<file path="config.mk">
export PLATFORM = sky130hd
export DESIGN_NAME = wb_stage_pipe_flat
export DESIGN_NICKNAME = d
export VERILOG_FILES = /design/src/rtl/wb_stage_pipe_if.sv /design/src/rtl/wb_stage_pipe.sv /design/src/flat_wrapper.sv
export SDC_FILE = /design/constraint.sdc
export NUM_CORES = 1
export LEC_CHECK = 0
export ABC_CLOCK_PERIOD_IN_PS = 1900
export CORE_UTILIZATION = 42
export CTS_BUF_LIST = sky130_fd_sc_hd__clkbuf_16
export DETAILED_ROUTE_END_ITERATION = 8
export MAX_ROUTING_LAYER = met4
export PLACE_DENSITY = 0.78
export SYNTH_ARGS = -nofsm -noshare
export SYNTH_HDL_FRONTEND = slang
export SYNTH_SLANG_ARGS = --single-unit
</file>
<file path="constraint.sdc">
create_clock -name clk -period 1.9 [get_ports clk]
set_input_delay 0.38 -clock clk [delete_from_list [all_inputs] [get_ports clk]]
set_output_delay 0.38 -clock clk [all_outputs]
set_load 0.01 [all_outputs]
</file>
<file path="src/rtl/wb_stage_pipe_if.sv">
// rtl/wb_stage_pipe_if.sv - MEM/WB bundle and register-file write port of the write-back stage
interface wb_stage_pipe_if #(
  parameter int DATA_W     = 32,
  parameter int REG_ADDR_W = 5,
  parameter int OFF_W      = 2,
  parameter int CNT_W      = 32
);
  logic                  in_valid;
  logic                  in_ready;
  logic                  stall;
  logic                  flush;
  logic                  reg_write;
  logic [REG_ADDR_W-1:0] rd;
  logic [1:0]            wb_sel;
  logic [DATA_W-1:0]     alu_data_out;
  logic [DATA_W-1:0]     dm_data_out;
  logic [DATA_W-1:0]     link_addr;
  logic [1:0]            load_size;
  logic                  load_unsigned;
  logic [OFF_W-1:0]      byte_off;
  logic                  rf_we;
  logic [REG_ADDR_W-1:0] rf_waddr;
  logic [DATA_W-1:0]     rf_wdata;
  logic                  misalign_err;
  logic [CNT_W-1:0]      retire_cnt;

  modport master (
    output in_valid, stall, flush, reg_write, rd, wb_sel, alu_data_out, dm_data_out,
           link_addr, load_size, load_unsigned, byte_off,
    input  in_ready, rf_we, rf_waddr, rf_wdata, misalign_err, retire_cnt
  );

  modport slave (
    input  in_valid, stall, flush, reg_write, rd, wb_sel, alu_data_out, dm_data_out,
           link_addr, load_size, load_unsigned, byte_off,
    output in_ready, rf_we, rf_waddr, rf_wdata, misalign_err, retire_cnt
  );
endinterface

</file>
<file path="src/rtl/wb_stage_pipe.sv">
// rtl/wb_stage_pipe.sv - registered write-back stage: result select, load extend/align check, retire count
module wb_stage_pipe #(
  parameter int DATA_W     = 32,
  parameter int REG_ADDR_W = 5,
  parameter int OFF_W      = 2,
  parameter int CNT_W      = 32
) (
  input logic          clk,
  input logic          rst_n,
  wb_stage_pipe_if.slave wb
);
  logic [DATA_W-1:0]     lane;
  logic [DATA_W-1:0]     field_mask;
  logic                  sign_bit;
  logic [DATA_W-1:0]     load_data;
  logic                  misaligned;
  logic [DATA_W-1:0]     wb_data;

  logic                  rf_we_q, rf_we_d;
  logic [REG_ADDR_W-1:0] rf_waddr_q;
  logic [DATA_W-1:0]     rf_wdata_q;
  logic                  misalign_q, misalign_d;
  logic [CNT_W-1:0]      retire_cnt_q;

  assign wb.in_ready = !wb.stall;

  always_comb begin
    lane       = wb.dm_data_out >> {wb.byte_off, 3'b000};
    field_mask = '1;
    sign_bit   = lane[DATA_W-1];
    misaligned = 1'b0;
    case (wb.load_size)
      2'b00: begin
        field_mask = DATA_W'(8'hFF);
        sign_bit   = lane[7];
      end
      2'b01: begin
        field_mask = DATA_W'(16'hFFFF);
        sign_bit   = lane[15];
        misaligned = wb.byte_off[0];
      end
      2'b10: begin
        field_mask = DATA_W'(32'hFFFF_FFFF);
        sign_bit   = lane[31];
        misaligned = (wb.byte_off[1:0] != 2'b00);
      end
      default: begin
        misaligned = (wb.byte_off != '0);
      end
    endcase
    // Sign extension fills every bit above the extracted field.
    load_data = (lane & field_mask) |
                ((!wb.load_unsigned && sign_bit) ? ~field_mask : '0);
    case (wb.wb_sel)
      2'b01:   wb_data = load_data;
      2'b10:   wb_data = wb.link_addr;
      default: wb_data = wb.alu_data_out;
    endcase
    if (wb.wb_sel != 2'b01) misaligned = 1'b0;
    misalign_d = wb.in_valid && misaligned;
    rf_we_d    = wb.in_valid && wb.reg_write && (wb.rd != '0) && !misaligned;
  end

  always_ff @(posedge clk or negedge rst_n) begin
    if (!rst_n) begin
      rf_we_q      <= 1'b0;
      rf_waddr_q   <= '0;
      rf_wdata_q   <= '0;
      misalign_q   <= 1'b0;
      retire_cnt_q <= '0;
    end else if (wb.flush) begin
      rf_we_q    <= 1'b0;
      misalign_q <= 1'b0;
    end else if (!wb.stall) begin
      rf_we_q    <= rf_we_d;
      rf_waddr_q <= wb.rd;
      rf_wdata_q <= wb_data;
      misalign_q <= misalign_d;
      // Misaligned loads and r0 writes still retire.
      if (wb.in_valid) retire_cnt_q <= retire_cnt_q + 1'b1;
    end
  end

  assign wb.rf_we        = rf_we_q;
  assign wb.rf_waddr     = rf_waddr_q;
  assign wb.rf_wdata     = rf_wdata_q;
  assign wb.misalign_err = misalign_q;
  assign wb.retire_cnt   = retire_cnt_q;
endmodule

</file>
<file path="src/flat_wrapper.sv">
// flat-port wrapper written by rule: the top's interface ports become plain ports
module wb_stage_pipe_flat 
#(
  parameter int DATA_W     = 32,
  parameter int REG_ADDR_W = 5,
  parameter int OFF_W      = 2,
  parameter int CNT_W      = 32
)
  (clk, rst_n, wb_in_valid, wb_stall, wb_flush, wb_reg_write, wb_rd, wb_wb_sel, wb_alu_data_out, wb_dm_data_out, wb_link_addr, wb_load_size, wb_load_unsigned, wb_byte_off, wb_in_ready, wb_rf_we, wb_rf_waddr, wb_rf_wdata, wb_misalign_err, wb_retire_cnt);
  wb_stage_pipe_if #(.DATA_W(DATA_W), .REG_ADDR_W(REG_ADDR_W), .OFF_W(OFF_W), .CNT_W(CNT_W)) wb_i ();
  input logic clk;
  input logic rst_n;
  input wire logic [$bits(wb_i.in_valid)-1:0] wb_in_valid;
  input wire logic [$bits(wb_i.stall)-1:0] wb_stall;
  input wire logic [$bits(wb_i.flush)-1:0] wb_flush;
  input wire logic [$bits(wb_i.reg_write)-1:0] wb_reg_write;
  input wire logic [$bits(wb_i.rd)-1:0] wb_rd;
  input wire logic [$bits(wb_i.wb_sel)-1:0] wb_wb_sel;
  input wire logic [$bits(wb_i.alu_data_out)-1:0] wb_alu_data_out;
  input wire logic [$bits(wb_i.dm_data_out)-1:0] wb_dm_data_out;
  input wire logic [$bits(wb_i.link_addr)-1:0] wb_link_addr;
  input wire logic [$bits(wb_i.load_size)-1:0] wb_load_size;
  input wire logic [$bits(wb_i.load_unsigned)-1:0] wb_load_unsigned;
  input wire logic [$bits(wb_i.byte_off)-1:0] wb_byte_off;
  output wire logic [$bits(wb_i.in_ready)-1:0] wb_in_ready;
  output wire logic [$bits(wb_i.rf_we)-1:0] wb_rf_we;
  output wire logic [$bits(wb_i.rf_waddr)-1:0] wb_rf_waddr;
  output wire logic [$bits(wb_i.rf_wdata)-1:0] wb_rf_wdata;
  output wire logic [$bits(wb_i.misalign_err)-1:0] wb_misalign_err;
  output wire logic [$bits(wb_i.retire_cnt)-1:0] wb_retire_cnt;
  assign wb_i.in_valid = wb_in_valid;
  assign wb_i.stall = wb_stall;
  assign wb_i.flush = wb_flush;
  assign wb_i.reg_write = wb_reg_write;
  assign wb_i.rd = wb_rd;
  assign wb_i.wb_sel = wb_wb_sel;
  assign wb_i.alu_data_out = wb_alu_data_out;
  assign wb_i.dm_data_out = wb_dm_data_out;
  assign wb_i.link_addr = wb_link_addr;
  assign wb_i.load_size = wb_load_size;
  assign wb_i.load_unsigned = wb_load_unsigned;
  assign wb_i.byte_off = wb_byte_off;
  assign wb_in_ready = wb_i.in_ready;
  assign wb_rf_we = wb_i.rf_we;
  assign wb_rf_waddr = wb_i.rf_waddr;
  assign wb_rf_wdata = wb_i.rf_wdata;
  assign wb_misalign_err = wb_i.misalign_err;
  assign wb_retire_cnt = wb_i.retire_cnt;
  wb_stage_pipe #(.DATA_W(DATA_W), .REG_ADDR_W(REG_ADDR_W), .OFF_W(OFF_W), .CNT_W(CNT_W)) u_core (.clk(clk), .rst_n(rst_n), .wb(wb_i));
endmodule
</file>
=== Word level (Yosys, flattened, before mapping) ===
Cells that the tools add are included.

* Add/sub/neg operators: 1
* Equality and inequality tests: 5
* Shift-type cells: 1
* Muxes and demuxes: 10
* Bitwise logic cells: 5
* Reduce and logical (&&, ||, !) cells: 13

{| class="wikitable"
|+ Operator list
! cell !! count
|-
| one-hot mux 32 bit (2 select lines) || 2
|-
| adder 32 x 1 -> 32 bit, second input constant || 1
|-
| AND 32 bit || 1
|-
| two-way mux 32 bit || 1
|-
| inverter 32 bit || 1
|-
| bitwise OR 32 bit || 1
|-
| >> shifter 32 x 5 -> 32 bit || 1
|-
| logical AND 1 bit || 5
|-
| two-way mux 1 bit || 5
|-
| nonzero test 5 bit || 1
|-
| == test 2 x 1 -> 1 bit, second input constant || 2
|-
| inequality test 2 x 1 -> 1 bit, second input constant || 2
|-
| one-hot mux 1 bit (2 select lines) || 2
|-
| logical NOT 1 bit || 3
|-
| AND reduction 3 bit || 1
|-
| == test 2 bit, second input constant || 1
|-
| logical NOT 2 bit || 1
|-
| inverter 1 bit || 2
|-
| AND reduction 2 bit || 1
|-
| nonzero test 2 bit || 1
|}

* Register bits: 71
* Input bits: 114
* Output and inout bits: 72
* Word-level logic and storage cells: 40

=== Depth between registers and ports, before layout ===
* Depth after elaboration: 7
* Gate-level depth with buffers: 8
* Gate-level depth less buffers: 6

=== Worst setup path after synthesis ===
Ideal clock, no wire load.

* Kind: input-to-reg
* From: in wb_byte_off[0]
* To: reg u_core.rf_wdata_q[20], in the netlist u_core.wb.rf_wdata[20]
* Library setup time: 126 ps
* Arrival time: 1654 ps
* Required time: 1774 ps
* Setup slack: 120 ps
* Stages on the path: 6
* Buffers on the path: 2
* Path through: buf_2 > mux2i_1 > o211ai_1 > a311oi_2 > buf_2 > a21oi_1

* Cells in the longest elaborated chain, start to end: 6
* Elaborated cells on any way between the ends: 7
* Those cells by class: shift (1); mux (3); bitwise (2); reduce/logical (1)

{| class="wikitable"
|+ Ends and longest elaborated chain
! what !! line !! text
|-
| start, declared || flat_wrapper.sv:24 || <nowiki>input wire logic [$bits(wb_i.byte_off)-1:0] wb_byte_off;</nowiki>
|-
| >> shifter 32 x 5 -> 32 bit * || wb_stage_pipe.sv:28 || <nowiki>lane = wb.dm_data_out >> {wb.byte_off, 3'b000};</nowiki>
|-
| one-hot mux 1 bit (2 select lines) || wb_stage_pipe.sv:32 || <nowiki>case (wb.load_size)</nowiki>
|-
| logical AND 1 bit || wb_stage_pipe.sv:53 || <nowiki>((!wb.load_unsigned && sign_bit) ? ~field_mask : '0);</nowiki>
|-
| two-way mux 32 bit || wb_stage_pipe.sv:53 ||
|-
| bitwise OR 32 bit * || wb_stage_pipe.sv:52 || <nowiki>load_data = (lane & field_mask) |</nowiki>
|-
| one-hot mux 32 bit (2 select lines) * || wb_stage_pipe.sv:54 || <nowiki>case (wb.wb_sel)</nowiki>
|-
| end signal, assigned || wb_stage_pipe.sv:77 || <nowiki>rf_wdata_q <= wb_data;</nowiki>
|-
| end, declared || wb_stage_pipe.sv:21 || <nowiki>logic [DATA_W-1:0] rf_wdata_q;</nowiki>
|}

Mark *: on every way between the ends. The rest lies on a longest branch, timed or not.
A chain may end at the register's enable or synchronous reset.

=== Worst setup path in the final report ===
* From: in wb_byte_off[0]
* To: reg u_core.rf_wdata_q[30], in the netlist u_core.wb.rf_wdata[30]

The elaborated chain is that of the path after synthesis.

==> results.json <==
{
  "dr_wl_met3_um": 899,
  "grt_max_degree": 52,
  "die_w_um": 101,
  "tns_ns": 0,
  "p_sw_w": 0.00141,
  "cts_tree": "done",
  "io_buffers": 185,
  "grt_pass1_wl_um": 21200,
  "place_congestion": 0.917,
  "rows": 35,
  "hold_end": "u_core.wb.retire_cnt[31]",
  "clkTransAtPathRegs_ns": 0.06,
  "synth_fa_ha_area_share_pct": 0.917,
  "insertion_delay_ns": 0.33,
  "fillerInstances": 694,
  "die_h_um": 101,
  "min_period_ns": 1.87,
  "wl_met1_um": 5640,
  "drcViolationCount": 0,
  "post-route-period-util_pct": 98.4,
  "start_util_pct": 43.9,
  "h-tree-depth": 3,
  "synth_top_family_by_area": "compound AO/OA/AOI/OAI gates",
  "synthSimpleGateAreaFrac_pct": 18.0,
  "ys.flop_type": "dfrtp_1",
  "power.internal_w": 0.00367,
  "fmax_mhz": 535,
  "antenna_found_initial": 0,
  "pwr-share-clk_pct": 36.0,
  "coreArea_um2": 9330,
  "whs_path_depth": 1,
  "peakVddDrop_uv": 456,
  "cp-start-kind": "input port",
  "syn-num-nets": 537,
  "async_reset_ff_share_pct": 100,
  "ys_ff_latch": 71,
  "nets": 765,
  "firstDrtPassIters": 4,
  "status": "finished clean",
  "grt_pass1_vias": 4287,
  "rr_worst_depth": 4,
  "synthMuxAreaShare_pct": 9.04,
  "crit_cells": 7,
  "top_layer": "met4",
  "cp_max_fo": 20,
  "syn2layout_area_growth_pct": 68.1,
  "reg2reg_to": "u_core.wb.retire_cnt[25]",
  "synth-compound-area-share_pct": 18.1,
  "skew_ns": 0.00419,
  "wl_um": 13800,
  "switching_share_pct": 27.7,
  "ys_types": 40,
  "first_iter_violations": 183,
  "r2r_slack_ns": 0.21,
  "crit_family": "buffers and inverters",
  "max_stage_delay_ns": 0.51,
  "wl_met2_um": 6890,
  "antenna_cells": 0,
  "wl_per_cell_um": 17.6,
  "tightest_slew_ns": 0.480,
  "synth_xor_area_share_pct": 6.63,
  "report.final.slew_viol_count": 0,
  "setup_ws_ns": 0.0306,
  "slowest_stage": "clkdlybuf4s50_1",
  "die_area_um2": 10100,
  "min-delay-start": "u_core.wb.retire_cnt[31]",
  "hold_path_class": "register to register",
  "syn_area_um2": 4100,
  "vias": 4278,
  "arrival_ns": 2.08,
  "via_per_inst": 5.47,
  "hold_violations": 0,
  "setup_viol": 0,
  "cts_buffers": 9,
  "pwr-share-seq_pct": 36.4,
  "grt.overflow.total": 0,
  "cts.sinks": 71,
  "cp_data_required_time_ns": 2.11,
  "max-cap-violations": 0,
  "worst_setup_path_end_kind": "register",
  "track_usage_pct": 28.5,
  "max_slew_margin_pct": 67.7,
  "dp_hpwl_um": 10900,
  "synthCells": 420,
  "r2r_start": "u_core.wb.retire_cnt[16]",
  "path_class": "input port to register",
  "p_comb_share_pct": 27.6,
  "leakagePower_nw": 2.81,
  "ys_seq_area_share_pct": 43.4,
  "cts_buffer_depth": 2,
  "power-per-cell-area_nw_per_um2": 738,
  "yosysWarnings": 0,
  "place_ws_ns": -0.347,
  "synth_edf_count": 0,
  "root_buffer": "clkbuf_16",
  "drive_gt1_share_pct": 16.5,
  "synth.avg_cell_area_um2": 9.75,
  "timing.critical_path.cells": "clkdlybuf4s50_1 -> buf_12 -> mux2i_2 -> o211ai_1 -> a311oi_2 -> buf_6 -> a21oi_1",
  "io_pins": 186,
  "final_antenna_net_count": 0,
  "critPathBufInv": 3
}
-- worst max path at each step --
stage	end	from	slack, ns
after floorplan	u_core.wb.rf_wdata[20]	wb_byte_off[0]	0.12
after CTS	u_core.wb.rf_wdata[0]	wb_byte_off[1]	0.004
after global routing	u_core.wb.rf_wdata[30]	wb_byte_off[0]	-0.03
after detailed placement	u_core.wb.rf_wdata[0]	wb_byte_off[1]	-0.35
final	u_core.wb.rf_wdata[30]	wb_byte_off[0]	0.03
after global placement	u_core.wb.rf_wdata[0]	wb_byte_off[1]	-0.33
-- worst reg2reg max path, stage by stage, from the launching register on --
cell and delay, ns:
dfrtp_1 0.44, nand4_1 0.24, nor4_4 0.55, nand4_1 0.19, xnor2_1 0.16
-- sequential cells by signal, indices dropped and copies added (netlist names) --
name                    flops
u_core.wb.rf_we             1
u_core.wb.rf_wdata         32
u_core.wb.misalign_err      1
u_core.wb.rf_waddr          5
u_core.wb.retire_cnt       32
-- area by class of cell --
| cell class | count | area, um2 | area share, % |
|---|---|---|---|
| Tap cell | 129 | 161 | 2.35 |
| Sequential cell | 71 | 1780 | 25.8 |
| Timing Repair Buffer | 247 | 2400 | 34.9 |
| Multi-Input combinational cell | 313 | 2200 | 32.0 |
| Inverter | 6 | 22.5 | 0.327 |
| Clock buffer | 9 | 225 | 3.27 |
| Clock inverter | 7 | 96.3 | 1.40 |
-- what timing repair did --
action | in CTS | in global routing
hold endpoints to repair | 20 | 0
pin swaps | 0 | 2
gates cloned | 0 | 1
endpoints found under the setup margin | 1 | 23
setup buffers | 0 | 1
hold buffers | 1 | 0
resized for setup | 1 | 10
-- through the flow --
stage                     cells  total power, W  area [um2]  util (%)  hold slack [ns]
after floorplan             420         0.00233        4100         -           0.0844
after global placement      763         0.00321        6490      69.6            0.284
after detailed placement    763         0.00325        6490      69.6            0.289
after CTS                   780         0.00509        6820      73.1            0.474
after global routing        782         0.00530        6880      73.8            0.506
final                       782         0.00508        6880      73.8            0.469
-- per-layer routing --
layer / vias up / track usage [%]
met4: 0 / 12.3
li1: 2012 / -
met1: 2056 / 33.7
met3: 29 / 6.10
met2: 181 / 47.1
met5: - / -
-- cells by family after synthesis --
logic type               count (synthesis)
buffers and inverters                   36
multiplexers                            26
flip-flops                              71
XOR/XNOR                                31
AND/OR/NAND/NOR                        132
AO/OA/AOI/OAI                          121
adder cells (fa/ha/maj)                  3
-- placed cells by master, fill, tap and decap left out, types with 2 or more instances in the layout --
cell and n:
clkinvlp_4 2, nand3b_1 9, bufinv_16 2, nand2_1 53
o211ai_1 19, mux2i_1 8, xor2_1 5, buf_12 6
a22oi_1 16, and3_1 5, mux4_2 8, nand3_1 13
buf_4 52, dfrtp_1 71, nor3_1 2, ha_1 2
or3_1 16, inv_1 7, and4_1 3, xnor2_1 26
a221oi_1 6, or2_2 2, clkdlybuf4s50_1 183, nor2_1 6
nor4_4 3, a221oi_2 2, nor2b_1 2, inv_6 2
nand4_1 9, mux2i_2 2, o21ai_0 58, a21oi_1 17
buf_6 3, mux2_2 8, clkbuf_16 9
-- power by group through the flow --
stage / Clock (W) / Sequential (W) / Combinational [W]
2_1_floorplan: 0 / 0.00193 / 0.000402
3_3_place_gp: 0 / 0.00186 / 0.00135
3_5_place_dp: 0 / 0.00187 / 0.00139
4_1_cts: 0.00185 / 0.00185 / 0.00139
5_1_grt: 0.00192 / 0.00187 / 0.00151
6_report: 0.00183 / 0.00185 / 0.00140
-- synthesized netlist by cell type (6+ instances only) --
library cell | instances | share of area [%]
a21oi_1 | 17 | 2.1
a221oi_1 | 8 | 1.7
mux2i_1 | 10 | 2.4
nand4_1 | 9 | 1.4
nor2_1 | 7 | 0.64
buf_2 | 7 | 0.86
nand2_1 | 53 | 4.9
xnor2_1 | 26 | 5.6
o21ai_0 | 58 | 7.1
or3_1 | 16 | 2.4
o211ai_1 | 19 | 3.5
clkbuf_1 | 19 | 1.7
mux4_2 | 8 | 4.4
a22oi_1 | 16 | 2.9
dfrtp_1 | 71 | 43
inv_1 | 6 | 0.55
nand3b_1 | 9 | 1.6
nand3_1 | 13 | 1.6
mux2_2 | 8 | 2.2
Power figures use the tool's default switching activity.
